==> src/rtl/siso_shift_ctrl.sv <==
// Serializes a parallel word LSB-first into an external SISO shift chain and
// reassembles the frame returning on the chain output for a loopback compare.
module siso_shift_ctrl #(
   parameter int WIDTH = 8,
   parameter int DEPTH = 4
) (
   input  logic             clk,
   input  logic             clr,
   input  logic             load_valid,
   input  logic [WIDTH-1:0] load_data,
   output logic             load_ready,
   output logic             si,
   output logic             shift_en,
   input  logic             chain_so,
   output logic             rx_valid,
   input  logic             rx_ready,
   output logic [WIDTH-1:0] rx_data,
   output logic             match,
   output logic             busy
);

   localparam int CW = $clog2(WIDTH + DEPTH);
   localparam logic [CW-1:0] CNT_LAST = CW'(WIDTH + DEPTH - 1);
   localparam logic [CW-1:0] CNT_TX   = CW'(WIDTH);
   localparam logic [CW-1:0] CNT_RX   = CW'(DEPTH);

   typedef enum logic [1:0] {
      IDLE,
      SHIFT,
      DONE
   } state_t;

   state_t           state;
   logic [CW-1:0]    cnt;
   logic [CW-1:0]    cnt_nxt;
   logic [WIDTH-1:0] tx_reg;
   logic [WIDTH-1:0] ref_reg;
   logic [WIDTH-1:0] rx_reg;
   logic [WIDTH-1:0] rx_nxt;

   assign cnt_nxt = cnt + 1'b1;
   assign rx_nxt  = {chain_so, rx_reg[WIDTH-1:1]};
   assign rx_data = rx_reg;

   // si/shift_en are registered one cycle ahead: the value loaded at each edge
   // is the frame bit belonging to the cnt value that edge moves into.
   always_ff @(posedge clk) begin
      if (!clr) begin
         state      <= IDLE;
         cnt        <= '0;
         tx_reg     <= '0;
         ref_reg    <= '0;
         rx_reg     <= '0;
         si         <= 1'b0;
         shift_en   <= 1'b0;
         rx_valid   <= 1'b0;
         match      <= 1'b0;
         load_ready <= 1'b1;
         busy       <= 1'b0;
      end else begin
         case (state)
            IDLE: begin
               if (load_valid) begin
                  state      <= SHIFT;
                  cnt        <= '0;
                  tx_reg     <= load_data;
                  ref_reg    <= load_data;
                  rx_reg     <= '0;
                  si         <= load_data[0];
                  shift_en   <= 1'b1;
                  load_ready <= 1'b0;
                  busy       <= 1'b1;
               end
            end
            SHIFT: begin
               if (cnt < CNT_TX) begin
                  tx_reg <= {1'b0, tx_reg[WIDTH-1:1]};
               end
               // The first DEPTH cycles of chain_so still hold stale chain contents.
               if (cnt >= CNT_RX) begin
                  rx_reg <= rx_nxt;
               end
               if (cnt == CNT_LAST) begin
                  state    <= DONE;
                  si       <= 1'b0;
                  shift_en <= 1'b0;
                  rx_valid <= 1'b1;
                  match    <= (rx_nxt == ref_reg);
               end else begin
                  cnt      <= cnt_nxt;
                  si       <= (cnt_nxt < CNT_TX) ? tx_reg[1] : 1'b0;
                  shift_en <= (cnt_nxt < CNT_TX);
               end
            end
            DONE: begin
               if (rx_ready) begin
                  state      <= IDLE;
                  rx_valid   <= 1'b0;
                  match      <= 1'b0;
                  load_ready <= 1'b1;
                  busy       <= 1'b0;
               end
            end
            default: begin
               state      <= IDLE;
               rx_valid   <= 1'b0;
               match      <= 1'b0;
               si         <= 1'b0;
               shift_en   <= 1'b0;
               load_ready <= 1'b1;
               busy       <= 1'b0;
            end
         endcase
      end
   end

endmodule

==> config.mk <==
export PLATFORM = sky130hd
export DESIGN_NAME = siso_shift_ctrl
export DESIGN_NICKNAME = d
export VERILOG_FILES = /design/src/rtl/siso_shift_ctrl.sv
export SDC_FILE = /design/constraint.sdc
export NUM_CORES = 1
export LEC_CHECK = 0
export BUFFER_PORTS_ARGS = -buffer_cell sky130_fd_sc_hd__buf_2
export CAP_MARGIN = 25
export CORE_MARGIN = 1.5
export CORE_UTILIZATION = 52
export CTS_BUF_LIST = sky130_fd_sc_hd__clkbuf_2
export DETAILED_ROUTE_END_ITERATION = 10
export PLACE_DENSITY_LB_ADDON = 0.3
export SYNTH_ARGS = -nofsm -noshare
export SYNTH_HDL_FRONTEND = slang
export SYNTH_SLANG_ARGS = --single-unit
==> constraint.sdc <==
create_clock -name clk -period 1.4 [get_ports clk]
set_input_delay 0.07 -clock clk [delete_from_list [all_inputs] [get_ports clk]]
set_output_delay 0.07 -clock clk [all_outputs]
set_load 0.05 [all_outputs]
* Word level (Yosys, flattened, before mapping)
Cells that the tools add are included.
Storage, ports and cells: bits in registers 36, bits of input ports 13, output and inout bits 14, logic and storage cells 67
Operators by class: $add $sub $neg 1, magnitude comparators 3, equality and inequality tests 10, muxes and demuxes 29, bitwise operators 3, reductions and logical operators 10
Operator list (count):
- 8-bit two-way mux | 4
- 8-bit case mux with 2 select lines | 2
- 1-bit case mux with 3 select lines | 6
- 3-bit AND reduction | 6
- 2-bit inequality test, second input constant | 6
- 1-bit two-way mux | 10
- 8-bit == test | 1
- 4-bit < comparator, second input constant | 2
- 4-bit two-way mux | 2
- 4-bit case mux with 2 select lines | 1
- 2-bit two-way mux | 3
- 2-bit case mux with 3 select lines | 1
- 4-bit by 1-bit adder with 4-bit output, second input constant | 1
- 4-bit == test, second input constant | 1
- 4-bit by 3-bit greater-or-equal comparator with 1-bit output, second input constant | 1
- 2-bit AND reduction | 2
- 1-bit inverter | 3
- 2-bit by 1-bit == test with 1-bit output, second input constant | 1
- 2-bit == test, second input constant | 1
- 2-bit logical NOT | 1
- 2-bit nonzero test | 1

* Logic depth before layout (Yosys ltp)
word-level depth 5, depth in mapped cells 6, gate-level depth less buffers 5

* Worst setup path after synthesis
No wires, ideal clock.
kind reg-to-reg, from register rx_reg[4], in the netlist rx_data[4], to register match, library setup time 72 ps, arrival 1477 ps, path slack -149 ps, cell stages (with the launch flop) 5, path buffers 0, clock period less this slack 1549 ps, cell sequence dfxtp_1 xnor2_1 nand3_1 or4_1 mux2i_1
Between the ends: cells in the longest elaborated chain, start to end 3
Ends and longest elaborated chain:
- start, declared | RTL line 38 | logic [WIDTH-1:0] rx_reg;
- start signal, assigned | RTL line 81 | rx_reg <= rx_nxt;
- 8-bit == test | RTL line 88 | match <= (rx_nxt == ref_reg);
- 1-bit two-way mux | RTL line 83 | if (cnt == CNT_LAST) begin
- 1-bit case mux with 3 select lines | RTL line 61 | case (state)
- end signal, assigned | RTL line 88
- end, declared | RTL line 18 | output logic match,
Every way passes these cells. The select of a mux whose other input is x is not followed. A chain may end at the register's enable or synchronous reset.

* Worst setup path in the final report
from register cnt[0], to register cnt[3]
Between the ends: cells in the longest elaborated chain, start to end 3, elaborated cells between the ends (all ways) 6
Ends and longest elaborated chain:
- start, declared | RTL line 34 | logic [CW-1:0] cnt;
- start signal, assigned | RTL line 90 | cnt <= cnt_nxt;
- 4-bit by 1-bit adder with 4-bit output / 4-bit == test (equally long branches) | RTL line 41, 83
- 4-bit two-way mux / 2-bit inequality test (equally long branches)
- 4-bit case mux with 2 select lines / 3-bit AND reduction (equally long branches)
Parallel ways exist; a longest one is shown, timed or not. The select of a mux whose other input is x is not followed.

==> metrics.yaml <==
status: "finished clean"
grt_max_degree: 35
num_rows: 19
start_kind: "register"
gp_congestion: 0.802
grt_pass1_vias: 1342
finClkSkew_ns: 0.0100
grt_pass1_wl_um: 5780
period_needed_ns: 1.35
die_area_mm2: 0.00339
max_freq_ghz: 0.740
die_w_um: 58.2
synth_top_area_share_pct: 44.2
arrival_ns: 1.64
synth_cells: 173
fin_nets: 233
wl_um: 3480
antenna_left: 0
cts_buffer_depth: 2
worstMarginPinSlew_ns: 0.293
drt_iter0_markers: 59
period_share_pct: 96.6
yosys_warnings: 0
drcViolationCount: 0
place_area_mm2: 0.00180
ios: 27
htree_levels: 2
antenna_found_initial: 0
path_clk_slew_ns: 0.16
rsz0062_at_grt: "yes"
routedWlPerCell_um: 13.9
cp.required_ns: 1.69
seq_area_frac_synth_pct: 44.2
syn_area_mm2: 0.00159
synth_area_per_cell_um2: 9.16
synth_edf_count: 0
diodes: 0
powerDensity_mw_per_mm2: 924
start_util_pct: 56.0
yosys-top-cells-count: "35 x dfxtp_1, 29 x nand2_1, 11 x a21boi_0, 11 x nor2b_1"
grt_overflow: 0
cp-startpoint: "cnt[0]"
wl_met2_um: 1830
final-setup-viol-count: 0
async_flop_share_pct: 0
syn2layout_area_growth_pct: 25.9
layoutNonFillerInstCount: 251
cts_inserted_buffers: 5
track_usage_pct: 22.3
synth_seq_cells: 35
synth_nets: 187
via_per_inst: 5.47
end_kind: "register"
critPathMaxFanout: 6
drv_slew: 0
crit_type: "reg -> reg"
dp_hpwl_um: 2510
yosysMostFrequentCell: "dfxtp_1"
cts_tree: "built"
final_area_mm2: 0.00200
clockRootBuffer: "clkbuf_2"
core_mm2: 0.00283
synth.area.top_cells: "dfxtp_1 44%, nand2_1 6.9%, a21boi_0 5.2%, mux2i_1 5.1%, xnor2_1 4.4%"
fin_util_pct: 70.5
fill_cells: 237
slew_headroom_pct: 80.4
met1_length_um: 1460
peakVddDrop_v: 0.000815
dp_cells: 232
max_cap_viol_count: 0
fp.dieH_um: 58.2
hp-class: "in -> reg"
leakagePower_nw: 0.888
met3_length_um: 114
synthFlopType: "dfxtp_1"
yosysTopAreaCell: "dfxtp_1"
worstSkewPairLatency_ns: 0.38
finalHoldViolCount: 0
top_layer: "met4"
final_layout_size_suffix_gt1_share_pct: 31.4
vias: 1372
io_buffers: 26
r2r_start: "cnt[0]"
clkSinkCount: 35
hp-start: "clr"
power_mw: 1.84
firstDrtPassIters: 6
yosysUniqueCellTypes: 35
kinds of logic after synthesis:
kind of cell    count (synthesis)  share of synthesized area, %
xor+xnor                       11                          6.08
compound gates                 39                          18.3
flops                          35                          44.2
fa+ha+maj                       1                         0.789
simple gates                   67                          21.5
mux                             9                          5.76
buf+inv                        11                          3.31
layer usage:
layer | global-route usage [%] | vias up
met5 | 0 | -
met4 | 10.3 | 0
li1 | - | 686
met1 | 25.0 | 652
met3 | 5.58 | 8
met2 | 39.6 | 26
timing repair:
action | CTS | global route
buffers inserted | 0 | 1
resized for setup | 3 | 11
hold buffers | 10 | 0
hold endpoints to repair | 11 | 0
pin swaps | 0 | 1
endpoints found under the setup margin | 2 | 19
layout by cell type (no fill, tap or decap), drive strengths merged, types with 2 or more instances in the layout:
| cell type | netlist | routed |
|---|---|---|
| o211a | 6 | 6 |
| mux2i | 8 | 8 |
| a22oi | 8 | 8 |
| and3 | 2 | 2 |
| and2 | 2 | 2 |
| nor2 | 6 | 6 |
| a21oi | 5 | 5 |
| nand2 | 30 | 30 |
| xnor2 | 8 | 8 |
| buf | 4 | 38 |
| nand3 | 2 | 2 |
| o21a | 2 | 2 |
| a21boi | 11 | 11 |
| o21ai | 3 | 3 |
| dfxtp | 35 | 35 |
| inv | 2 | 2 |
| nand2b | 7 | 7 |
| clkbuf | 5 | 7 |
| xor2 | 3 | 3 |
| nor2b | 12 | 12 |
| dlygate4sd3 | 0 | 10 |
critical path, cell delays in order, from the launching register on:
cell,delay [ns]
dfxtp_2,0.37
ha_4,0.16
and3b_2,0.26
nand2b_4,0.16
and3_1,0.16
o21a_1,0.16
layout make-up:
cell class              instances  area (µm²)  share of cell area [%]
clock buffers                   7        35.0                    1.76
flip-flops and latches         35         713                    35.7
repair buffers                 48         320                    16.1
inverters                       2        7.51                   0.376
multi-input cells             127         876                    43.9
well taps                      31        38.8                    1.94
clock inverters                 1        5.00                   0.251
stage by stage:
| step | setup TNS (ns) | hold WS, ns | setup WS (ns) |
|---|---|---|---|
| after global placement | 0 | 0.343 | 0.0566 |
| after detailed placement | -0.00483 | 0.344 | -0.00483 |
| final | 0 | 0.0682 | 0.0480 |
| after CTS | -0.00476 | 0.0361 | -0.00476 |
| after floorplan | -0.0342 | 0.215 | -0.0342 |
| after global routing | -0.0180 | 0.0506 | -0.0111 |
power breakdown:
group          switching, mW  internal, mW  leakage (nW)
Sequential            0.0299          1.04         0.291
Combinational          0.168         0.141         0.564
Clock                  0.324         0.136        0.0330
Total                  0.522          1.32         0.888
worst paths after layout:
| kind | end | slack, ns | cells after the start |
|---|---|---|---|
| max | cnt[3] | 0.05 | 5 |
| max reg2reg | cnt[3] | 0.05 | 5 |
| min reg2reg | match | 0.49 | 2 |
| min | match | 0.07 | 4 |
No activity file was read; power rests on OpenSTA's default activity.
